[src/rtl/riscv_pkg.sv]
// Shared encodings for the multicycle controller: opcodes, ALU operation codes
// and the controller state enumeration.
package riscv_pkg;

    localparam logic [6:0] OP_LOAD   = 7'b0000011;
    localparam logic [6:0] OP_STORE  = 7'b0100011;
    localparam logic [6:0] OP_RTYPE  = 7'b0110011;
    localparam logic [6:0] OP_ITYPE  = 7'b0010011;
    localparam logic [6:0] OP_BRANCH = 7'b1100011;
    localparam logic [6:0] OP_JAL    = 7'b1101111;

    typedef enum logic [2:0] {
        ALU_ADD = 3'b000,
        ALU_SUB = 3'b001,
        ALU_AND = 3'b010,
        ALU_OR  = 3'b011,
        ALU_SLT = 3'b101
    } alu_op_t;

    typedef enum logic [3:0] {
        FETCH,
        DECODE,
        MEM_ADR,
        MEM_READ,
        MEM_WB,
        MEM_WRITE,
        EXEC_R,
        EXEC_I,
        ALU_WB,
        BEQ,
        JAL,
        ERROR
    } state_t;

endpackage

[src/rtl/alu_decoder.sv]
// Maps funct3/funct7 to an ALU operation for R-type and I-type arithmetic,
// flagging encodings the datapath does not implement.
module alu_decoder
    import riscv_pkg::*;
(
    input  logic [2:0] funct3,
    input  logic [6:0] funct7,
    input  logic       is_rtype,
    output alu_op_t    alu_op,
    output logic       illegal
);

    always_comb begin
        alu_op  = ALU_ADD;
        illegal = 1'b0;
        // R-type only accepts funct7 = 0, plus 0100000 for SUB.
        if (is_rtype && !(funct7 == 7'b0000000 ||
                          (funct7 == 7'b0100000 && funct3 == 3'b000))) begin
            illegal = 1'b1;
        end else begin
            case (funct3)
                3'b000:  alu_op = (is_rtype && funct7[5]) ? ALU_SUB : ALU_ADD;
                3'b111:  alu_op = ALU_AND;
                3'b110:  alu_op = ALU_OR;
                3'b010:  alu_op = ALU_SLT;
                default: illegal = 1'b1;
            endcase
        end
    end

endmodule

[src/rtl/multicycle_controller.sv]
// Multicycle RISC-V style control FSM: sequences fetch, decode, memory, ALU and
// branch steps and drives datapath selects and write strobes from the state.
module multicycle_controller
    import riscv_pkg::*;
(
    input  logic        clk,
    input  logic        rst_n,
    input  logic [31:0] instruction,
    input  logic        zero_flag,
    input  logic        mem_ready,
    output logic        mem_req,
    output logic        mem_we,
    output logic        adr_sel,
    output logic        ir_write,
    output logic        pc_write,
    output logic        reg_write,
    output logic [1:0]  alu_src_a_sel,
    output logic [1:0]  alu_src_b_sel,
    output logic [2:0]  alu_operation_sel,
    output logic [1:0]  imm_sel_out,
    output logic [1:0]  result_sel,
    output logic        illegal_instr,
    output logic        instr_retired
);

    state_t     state_reg;
    logic [6:0] opcode;
    alu_op_t    dec_op;
    logic       dec_illegal;
    logic       unused_instr_bits;

    assign opcode            = instruction[6:0];
    assign unused_instr_bits = ^{instruction[24:15], instruction[11:7]};

    alu_decoder u_alu_decoder (
        .funct3   (instruction[14:12]),
        .funct7   (instruction[31:25]),
        .is_rtype (opcode == OP_RTYPE),
        .alu_op   (dec_op),
        .illegal  (dec_illegal)
    );

    always_ff @(posedge clk) begin
        if (!rst_n) begin
            state_reg <= FETCH;
        end else begin
            case (state_reg)
                FETCH:     if (mem_ready) state_reg <= DECODE;
                DECODE: begin
                    case (opcode)
                        OP_LOAD, OP_STORE: state_reg <= MEM_ADR;
                        OP_RTYPE:          state_reg <= EXEC_R;
                        OP_ITYPE:          state_reg <= EXEC_I;
                        OP_BRANCH:         state_reg <= BEQ;
                        OP_JAL:            state_reg <= JAL;
                        default:           state_reg <= ERROR;
                    endcase
                end
                MEM_ADR:   state_reg <= (opcode == OP_LOAD) ? MEM_READ : MEM_WRITE;
                MEM_READ:  if (mem_ready) state_reg <= MEM_WB;
                MEM_WB:    state_reg <= FETCH;
                MEM_WRITE: if (mem_ready) state_reg <= FETCH;
                EXEC_R,
                EXEC_I:    state_reg <= dec_illegal ? ERROR : ALU_WB;
                ALU_WB:    state_reg <= FETCH;
                BEQ:       state_reg <= FETCH;
                JAL:       state_reg <= ALU_WB;
                default:   state_reg <= ERROR;
            endcase
        end
    end

    // Outputs follow the state; only the fetch/branch strobes and the store
    // retirement look at mem_ready or zero_flag.
    always_comb begin
        mem_req           = 1'b0;
        mem_we            = 1'b0;
        adr_sel           = 1'b0;
        ir_write          = 1'b0;
        pc_write          = 1'b0;
        reg_write         = 1'b0;
        alu_src_a_sel     = 2'b00;
        alu_src_b_sel     = 2'b00;
        alu_operation_sel = ALU_ADD;
        imm_sel_out       = 2'b00;
        result_sel        = 2'b00;
        illegal_instr     = 1'b0;
        instr_retired     = 1'b0;
        case (state_reg)
            FETCH: begin
                mem_req       = 1'b1;
                alu_src_b_sel = 2'b10;
                result_sel    = 2'b10;
                ir_write      = mem_ready;
                pc_write      = mem_ready;
            end
            DECODE: begin
                alu_src_a_sel = 2'b01;
                alu_src_b_sel = 2'b01;
                imm_sel_out   = (opcode == OP_JAL) ? 2'b11 : 2'b10;
            end
            MEM_ADR: begin
                alu_src_a_sel = 2'b10;
                alu_src_b_sel = 2'b01;
                imm_sel_out   = (opcode == OP_LOAD) ? 2'b00 : 2'b01;
            end
            MEM_READ: begin
                mem_req = 1'b1;
                adr_sel = 1'b1;
            end
            MEM_WB: begin
                result_sel    = 2'b01;
                reg_write     = 1'b1;
                instr_retired = 1'b1;
            end
            MEM_WRITE: begin
                mem_req       = 1'b1;
                mem_we        = 1'b1;
                adr_sel       = 1'b1;
                instr_retired = mem_ready;
            end
            EXEC_R: begin
                alu_src_a_sel     = 2'b10;
                alu_operation_sel = dec_op;
            end
            EXEC_I: begin
                alu_src_a_sel     = 2'b10;
                alu_src_b_sel     = 2'b01;
                alu_operation_sel = dec_op;
            end
            ALU_WB: begin
                reg_write     = 1'b1;
                instr_retired = 1'b1;
            end
            BEQ: begin
                alu_src_a_sel     = 2'b10;
                alu_operation_sel = ALU_SUB;
                pc_write          = zero_flag;
                instr_retired     = 1'b1;
            end
            JAL: begin
                alu_src_a_sel = 2'b01;
                alu_src_b_sel = 2'b10;
                pc_write      = 1'b1;
            end
            default: begin
                illegal_instr = 1'b1;
            end
        endcase
    end

endmodule

[config.mk]
export PLATFORM = sky130hd
export DESIGN_NAME = multicycle_controller
export DESIGN_NICKNAME = d
export VERILOG_FILES = /design/src/rtl/riscv_pkg.sv /design/src/rtl/alu_decoder.sv /design/src/rtl/multicycle_controller.sv
export SDC_FILE = /design/constraint.sdc
export NUM_CORES = 1
export LEC_CHECK = 0
export ABC_AREA = 1
export BUFFER_PORTS_ARGS = -buffer_cell sky130_fd_sc_hd__buf_2
export CORE_MARGIN = 2
export CORE_UTILIZATION = 33
export DETAILED_ROUTE_END_ITERATION = 12
export PLACE_DENSITY = 0.75
export SKIP_LAST_GASP = 1
export SLEW_MARGIN = 20
export SYNTH_ARGS = -nofsm -noshare
export SYNTH_HDL_FRONTEND = slang
export SYNTH_SLANG_ARGS = --single-unit
[constraint.sdc]
create_clock -name clk -period 1.13 [get_ports clk]
set_input_delay 0.226 -clock clk [delete_from_list [all_inputs] [get_ports clk]]
set_output_delay 0.226 -clock clk [all_outputs]
set_load 0.03 [all_outputs]
==> results of run 1 <==
-- stage by stage --
stage / cells / setup WS (ps) / hold WS (ps) / area, sq um / utilization (%)
after floorplan: 123 / -303 / 350 / 741 / -
after global placement: 219 / -386 / 495 / 1210 / 69.2
after detailed placement: 219 / -419 / 510 / 1210 / 69.2
after CTS: 230 / -491 / 260 / 1500 / 85.9
-- cell families after synthesis --
logic type	Yosys count	share of synthesized area, %
buffers and inverters	25	15.2
DFF	4	13.0
AOI/OAI and AO/OA	14	14.2
and+or+nand+nor	80	57.7
-- synthesized netlist by cell type --
master / count
a21boi_1: 1
a21oi_2: 1
nand3_1: 6
nor2_2: 5
nor4_2: 1
o21bai_1: 1
nor2_4: 1
inv_2: 5
a211o_1: 2
a21oi_1: 2
nand2_1: 38
nand3_2: 1
inv_1: 19
nand4_1: 1
nor3_1: 1
clkinv_1: 1
or2_2: 1
nand2_2: 3
a31oi_1: 1
nor2_1: 22
o21ai_0: 4
dfxtp_1: 4
o21ai_1: 2
-- repair_timing --
item	4_1_cts
gates resized for setup	66
hold endpoints to repair	0
buffers inserted	9
pin swaps	9
endpoints found under the setup margin	23
==> results.tsv, run 1 <==
metric	value	unit
Mapped Cells	123	
# clock sinks	4	
Clock Tree Buf Depth	2	
synthesized cell area	618	sq um
Seq/Total Area, Yosys	13.0	%
Synth Register Bits	4	
WEP type	primary output	
error msg	[ERROR DPL-0033] detailed placement checks failed during check placement.	
Synth cell types	23	
top cells by area, synth	nand2_1, nor2_1, dfxtp_1	
initial antenna violation count	0	
Avg Inst Size Synth	5.03	sq um
H-tree levels	1	
Worst Endpoint after GRT Repair	imm_sel_out[0]	
Die Span Y	47.3	microns
PortBufs	39	
root cell of the clock tree	clkbuf_4	
status	aborted with a tool error	
Initial Utilization	35.4	%
Num CTS Buffers	3	
Last stage	global routing (5_1_grt)	
GPL Wtd Cong	0.860	
Hold Buf Count CTS	0	
FP Rows	15	
synth warn	0	
largest net degree at the start of global routing	6	
area share of the largest cell type after synthesis	23.1	%
die width	47.3	microns
hpwl dp	1.93	mm
I/O Pins	55	
Mapped Nets	159	
largest area contributor in the netlist	nand2_1	
==> run 2, diff against run 1 <==
--- a/config.mk
+++ b/config.mk
@@ -7,10 +7,10 @@
 export LEC_CHECK = 0
 export ABC_AREA = 1
 export BUFFER_PORTS_ARGS = -buffer_cell sky130_fd_sc_hd__buf_2
-export CORE_MARGIN = 2
-export CORE_UTILIZATION = 33
+export CORE_AREA = 2 2 63 65
 export DETAILED_ROUTE_END_ITERATION = 12
-export PLACE_DENSITY = 0.75
+export DIE_AREA = 0 0 65 67
+export PLACE_DENSITY_LB_ADDON = 0.15
 export SKIP_LAST_GASP = 1
 export SLEW_MARGIN = 20
 export SYNTH_ARGS = -nofsm -noshare
==> constraint.sdc (replaced) <==
create_clock -name clk -period 1.47 [get_ports clk]
set_input_delay 0.294 -clock clk [delete_from_list [all_inputs] [get_ports clk]]
set_output_delay 0.294 -clock clk [all_outputs]
set_load 0.03 [all_outputs]
==> run 2 against run 1 <==
Effect of this change:
- the flow now finishes, with violations (setup timing)
- synthesized cell count is the same
- synthesized area is the same
==> results.tsv, run 2 <==
metric	value	unit
Synth Register Bits	4	
largest net degree at the start of global routing	6	
ys flop type	dfxtp_1	
NumNets Final	240	
area share of the largest cell type after synthesis	23.1	%
first-pass GRT wire length	3.78	mm
final hold violations	0	
I/O Pins	55	
Post-synth EDFFs	0	
# clock sinks	4	
top cells by area, synth	nand2_1, nor2_1, dfxtp_1	
Die Area	0.00436	sq mm
Synth cell types	23	
Area growth syn-to-layout	143	%
post-route design area	0.00150	sq mm
PwrDens	2040	mW/mm^2
critical path endpoint category	output pin	
Routed WL per cell	9.46	microns
vias in the first global route	934	
routed vias	1010	
DRT antenna net count	0	
global route overflow	0	
count leader, synth	nand2_1	
Leak	0.000786	uW
PortBufs	39	
worst slack, placed	-221	ps
max_slew headroom	81.4	%
CTS tree	yes	
cells on worst reg2reg path	11	
Vias/cell	4.04	
Max-Cap Viols	0	
initial antenna violation count	0	
WP data arrival	1380	ps
async set-reset flop share out of synthesis	0	%
# diodes	0	
worst hold stages	3	
Crit path required time	1180	ps
actual slew at the worst max-slew pin	277	ps
Mapped Cells	123	
worst skew pair latency	210	ps
Final setup viols	17	
synthesized cell area	618	sq um
Core Area	0.00361	sq mm
Clock Tree Buf Depth	2	
most frequent cells in the layout	buf_4, nand2_1, buf_6	
RSZ-0062 raised after global routing	true	
DR iter-0 viols	22	
DRT Wirelength	2.37	mm
Hold Path Class	input port to flip-flop	
filler cell count	369	
die width	65	microns
detailed-router iteration count before antenna repair	4	
largest area contributor in the netlist	nand2_1	
hpwl dp	1.86	mm
critical path fanouts, max	3	
commonest non-fill, non-tap cell in the layout	buf_4	
failing checks	setup timing	
clk_skew	0.241	ps
drt drc	0	
peak supply drop	475	uV
fin worst setup slack	-202	ps
Num CTS Buffers	3	
layout cells sized above 1	62.9	%
fin. max-slew vios	0	
FP Rows	22	
gr usage total	10.8	%
H-tree levels	1	
Mapped Nets	159	
Die Span Y	67	microns
status	finished, violations left	
root cell of the clock tree	clkbuf_8	
Crit Path Category	flip-flop to output pin	
Initial Utilization	17.1	%
Synth top cells by count	nand2_1, nor2_1, inv_1	
max reg flops	4	
Final Critical Period	1670	ps
hold slack	362	ps
Peak Freq	0.598	GHz
Avg Inst Size Synth	5.03	sq um
synth warn	0	
GPL Wtd Cong	0.751	
CTS clk-pin slew, worst paths	30	ps
final worst path period share	114	%
Worst setup SP type	flip-flop	
Seq/Total Area, Yosys	13.0	%
DP Area	0.00113	sq mm
[run 2: cell counts after synthesis]
No cell type changed its count.
[run 2: what timing repair did]
action / in CTS / in global routing
resized for setup: 49 / 31
pin swaps: 7 / 9
gates cloned: 0 / 0
endpoints found under the setup margin: 19 / 20
setup buffers: 5 / 10
hold buffers: 0 / 0
[run 2: per-layer routing]
layer	track usage, %	up-vias	share of wire, %
met4	1.60	0	0
met1	13.0	436	45
met3	2.03	0	5.3
li1	-	537	-
met5	0	-	0
met2	20.2	37	50
[run 2: worst paths after layout]
path | startpoint | slack (ps) | end
max | state_reg[1]$_SDFFE_PN0P_ | -200 | instr_retired
min | rst_n | 360 | state_reg[3]$_SDFFE_PN0P_
max reg2reg | state_reg[2]$_SDFFE_PN0P_ | 80 | state_reg[1]$_SDFFE_PN0P_
min reg2reg | state_reg[1]$_SDFFE_PN0P_ | 700 | state_reg[1]$_SDFFE_PN0P_
[run 2: area by class of cell]
cell class,instances,area (sq um),share of cell area (%)
inverter,25,106,7.07
tap,48,60.1,3.99
sequential,4,90.1,5.99
multi-input combinational,94,604,40.2
timing repair buffer,76,602,40.0
clock buffer,3,41.3,2.75
[run 2: metrics by stage]
step / cells / util [%] / power [uW] / TNS, ps
6_report: 250 / 41.7 / 3070 / -1610
5_1_grt: 250 / 41.7 / 3290 / -2720
4_1_cts: 244 / 37.7 / 2670 / -1940
3_5_place_dp: 236 / 31.5 / 2060 / -656
3_3_place_gp: 236 / 31.5 / 2060 / -676
2_1_floorplan: 123 / - / 1480 / -192
[run 2: logic make-up after synthesis]
logic type | Yosys count | synth area share [%]
buffers and inverters | 25 | 15.2
AOI/OAI and AO/OA | 14 | 14.2
DFF | 4 | 13.0
and+or+nand+nor | 80 | 57.7
[run 2: worst max-delay path, stage by stage (launching register included)]
cell        delay, ps
dfxtp_2           340
inv_2              60
nand2_4            80
inv_2              40
nand2_2            90
clkinvlp_4        100
a211o_4           320
buf_6             140
[run 2: report_power, final]
part	total, uW	switching (uW)	internal (uW)
logic	2600	1440	1150
registers	258	85.1	173
clock network	219	45.4	173
Note: power is estimated with default switching activity, not from simulation.
==> run 3, diff against run 2 <==
--- a/config.mk
+++ b/config.mk
@@ -16,3 +16,4 @@
 export SYNTH_ARGS = -nofsm -noshare
 export SYNTH_HDL_FRONTEND = slang
 export SYNTH_SLANG_ARGS = --single-unit
+export TNS_END_PERCENT = 5
==> run 3 against run 2 <==
Effect of this change:
- the run still ends with setup timing left
- die area did not move
- first-iteration DRC count rose by 50%
- clock power rose by 4%
- critical path type unchanged
- largest cell class unchanged
- largest power group unchanged
==> results.tsv, run 3 (same netlist as run 2, synthesis figures left out) <==
metric	value	unit
max_slew headroom	80.7	%
Core Area	0.00361	sq mm
status	finished, violations left	
setup TNS	-1220	ps
DRT antenna net count	0	
vias in the first global route	886	
max reg flops	4	
Peak Freq	0.621	GHz
worst hold stages	3	
Crit path required time	1180	ps
# diodes	0	
Die Span Y	67	microns
routed vias	925	
most frequent cells in the layout	nand2_1, buf_2, buf_4	
first-pass GRT wire length	3.61	mm
Num CTS Buffers	3	
CTS clk-pin slew, worst paths	30	ps
peak supply drop	550	uV
drt drc	0	
final hold violations	0	
commonest non-fill, non-tap cell in the layout	nand2_1	
fin. max-slew vios	0	
Leak	0.000695	uW
Die Area	0.00436	sq mm
post-route design area	0.00124	sq mm
failing checks	setup timing	
actual slew at the worst max-slew pin	288	ps
Post-CTS Setup Bufs	0	
GPL Wtd Cong	0.839	
Final Critical Period	1610	ps
critical path endpoint category	output pin	
final non-filler cell total	238	
detailed-router iteration count before antenna repair	4	
Final Util	34.4	%
DR iter-0 viols	33	
largest net degree at the start of global routing	6	
WP data arrival	1320	ps
Max-Cap Viols	0	
Final setup viols	16	
Crit Path Category	flip-flop to output pin	
final worst path period share	109	%
Area growth syn-to-layout	101	%
critical path fanouts, max	3	
Initial Utilization	17.1	%
gr usage total	10.5	%
NumNets Final	228	
PwrDens	1920	mW/mm^2
clk_skew	0.976	ps
global route overflow	0	
RSZ-0062 raised after global routing	true	
Vias/cell	3.89	
I/O Pins	55	
H-tree levels	1	
Hold Path Class	input port to flip-flop	
filler cell count	390	
placed cell count	235	
FP Rows	22	
initial antenna violation count	0	
DP Area	0.00111	sq mm
cells on worst reg2reg path	11	
# clock sinks	4	
Clock Tree Buf Depth	2	
worst skew pair latency	220	ps
fin worst setup slack	-140	ps
DRT Wirelength	2.06	mm
layout cells sized above 1	53.7	%
die width	65	microns
root cell of the clock tree	clkbuf_8	
PortBufs	39	
hold slack	343	ps
CTS tree	yes	
Worst setup SP type	flip-flop	
hpwl dp	1.84	mm
Routed WL per cell	8.65	microns
## run 3: changes by cell type in the layout (fill, tap and decap cells not counted), sizes merged
cell,previous run,this run
buf,76,62
clkbuf,3,5
clkinvlp,1,0
inv,23,24
## run 3: path summary, 6_finish.rpt
kind / slack [ps] / startpoint / endpoint
worst max-delay path: -140 / state_reg[3]$_SDFFE_PN0P_ / instr_retired
worst min-delay path: 340 / rst_n / state_reg[3]$_SDFFE_PN0P_
worst min register to register: 590 / state_reg[1]$_SDFFE_PN0P_ / state_reg[1]$_SDFFE_PN0P_
worst max register to register: 180 / state_reg[2]$_SDFFE_PN0P_ / state_reg[1]$_SDFFE_PN0P_
## run 3: area by class of cell
class,count,area (sq um),share of cell area (%)
Clock buffer,3,41.3,3.33
Timing Repair Buffer,64,414,33.4
Inverter,25,96.3,7.76
Multi-Input combinational cell,94,539,43.4
Tap cell,48,60.1,4.84
Sequential cell,4,90.1,7.26
## run 3: stage by stage
| stage | total power (uW) | worst slack [ps] |
|---|---|---|
| floorplan | 1440 | -72.4 |
| global placement | 1980 | -214 |
| detailed placement | 1980 | -215 |
| CTS | 2340 | -157 |
| global route | 2570 | -208 |
| finish | 2380 | -140 |
## run 3: what timing repair did
action / CTS / global route
endpoints found under the setup margin: 19 / 19
resized for setup: 23 / 9
hold buffers: 0 / 0
pin swaps: 3 / 3
gates cloned: 0 / 0
hold endpoints to repair: 0 / 0
## run 3: per-layer routing
metal	share of wire (%)	global-route usage, %	vias up
li1	-	-	515
met1	46	12.6	375
met2	46	18.7	33
met3	7.4	1.52	2
met4	0.73	3.99	0
met5	0	0	-
## run 3: where the power goes
| group | switching [uW] | total, uW | internal, uW |
|---|---|---|---|
| logic | 1230 | 1910 | 674 |
| registers | 72.6 | 246 | 173 |
| clock network | 54.2 | 228 | 174 |
| total | 1360 | 2380 | 1020 |
## run 3: worst max-delay path, stage by stage, from the launching register on
cell     delay [ps]
dfxtp_4         350
inv_2            60
nor2_2           30
inv_2           100
buf_4           130
a21oi_4          40
a211o_1         230
buf_6           140
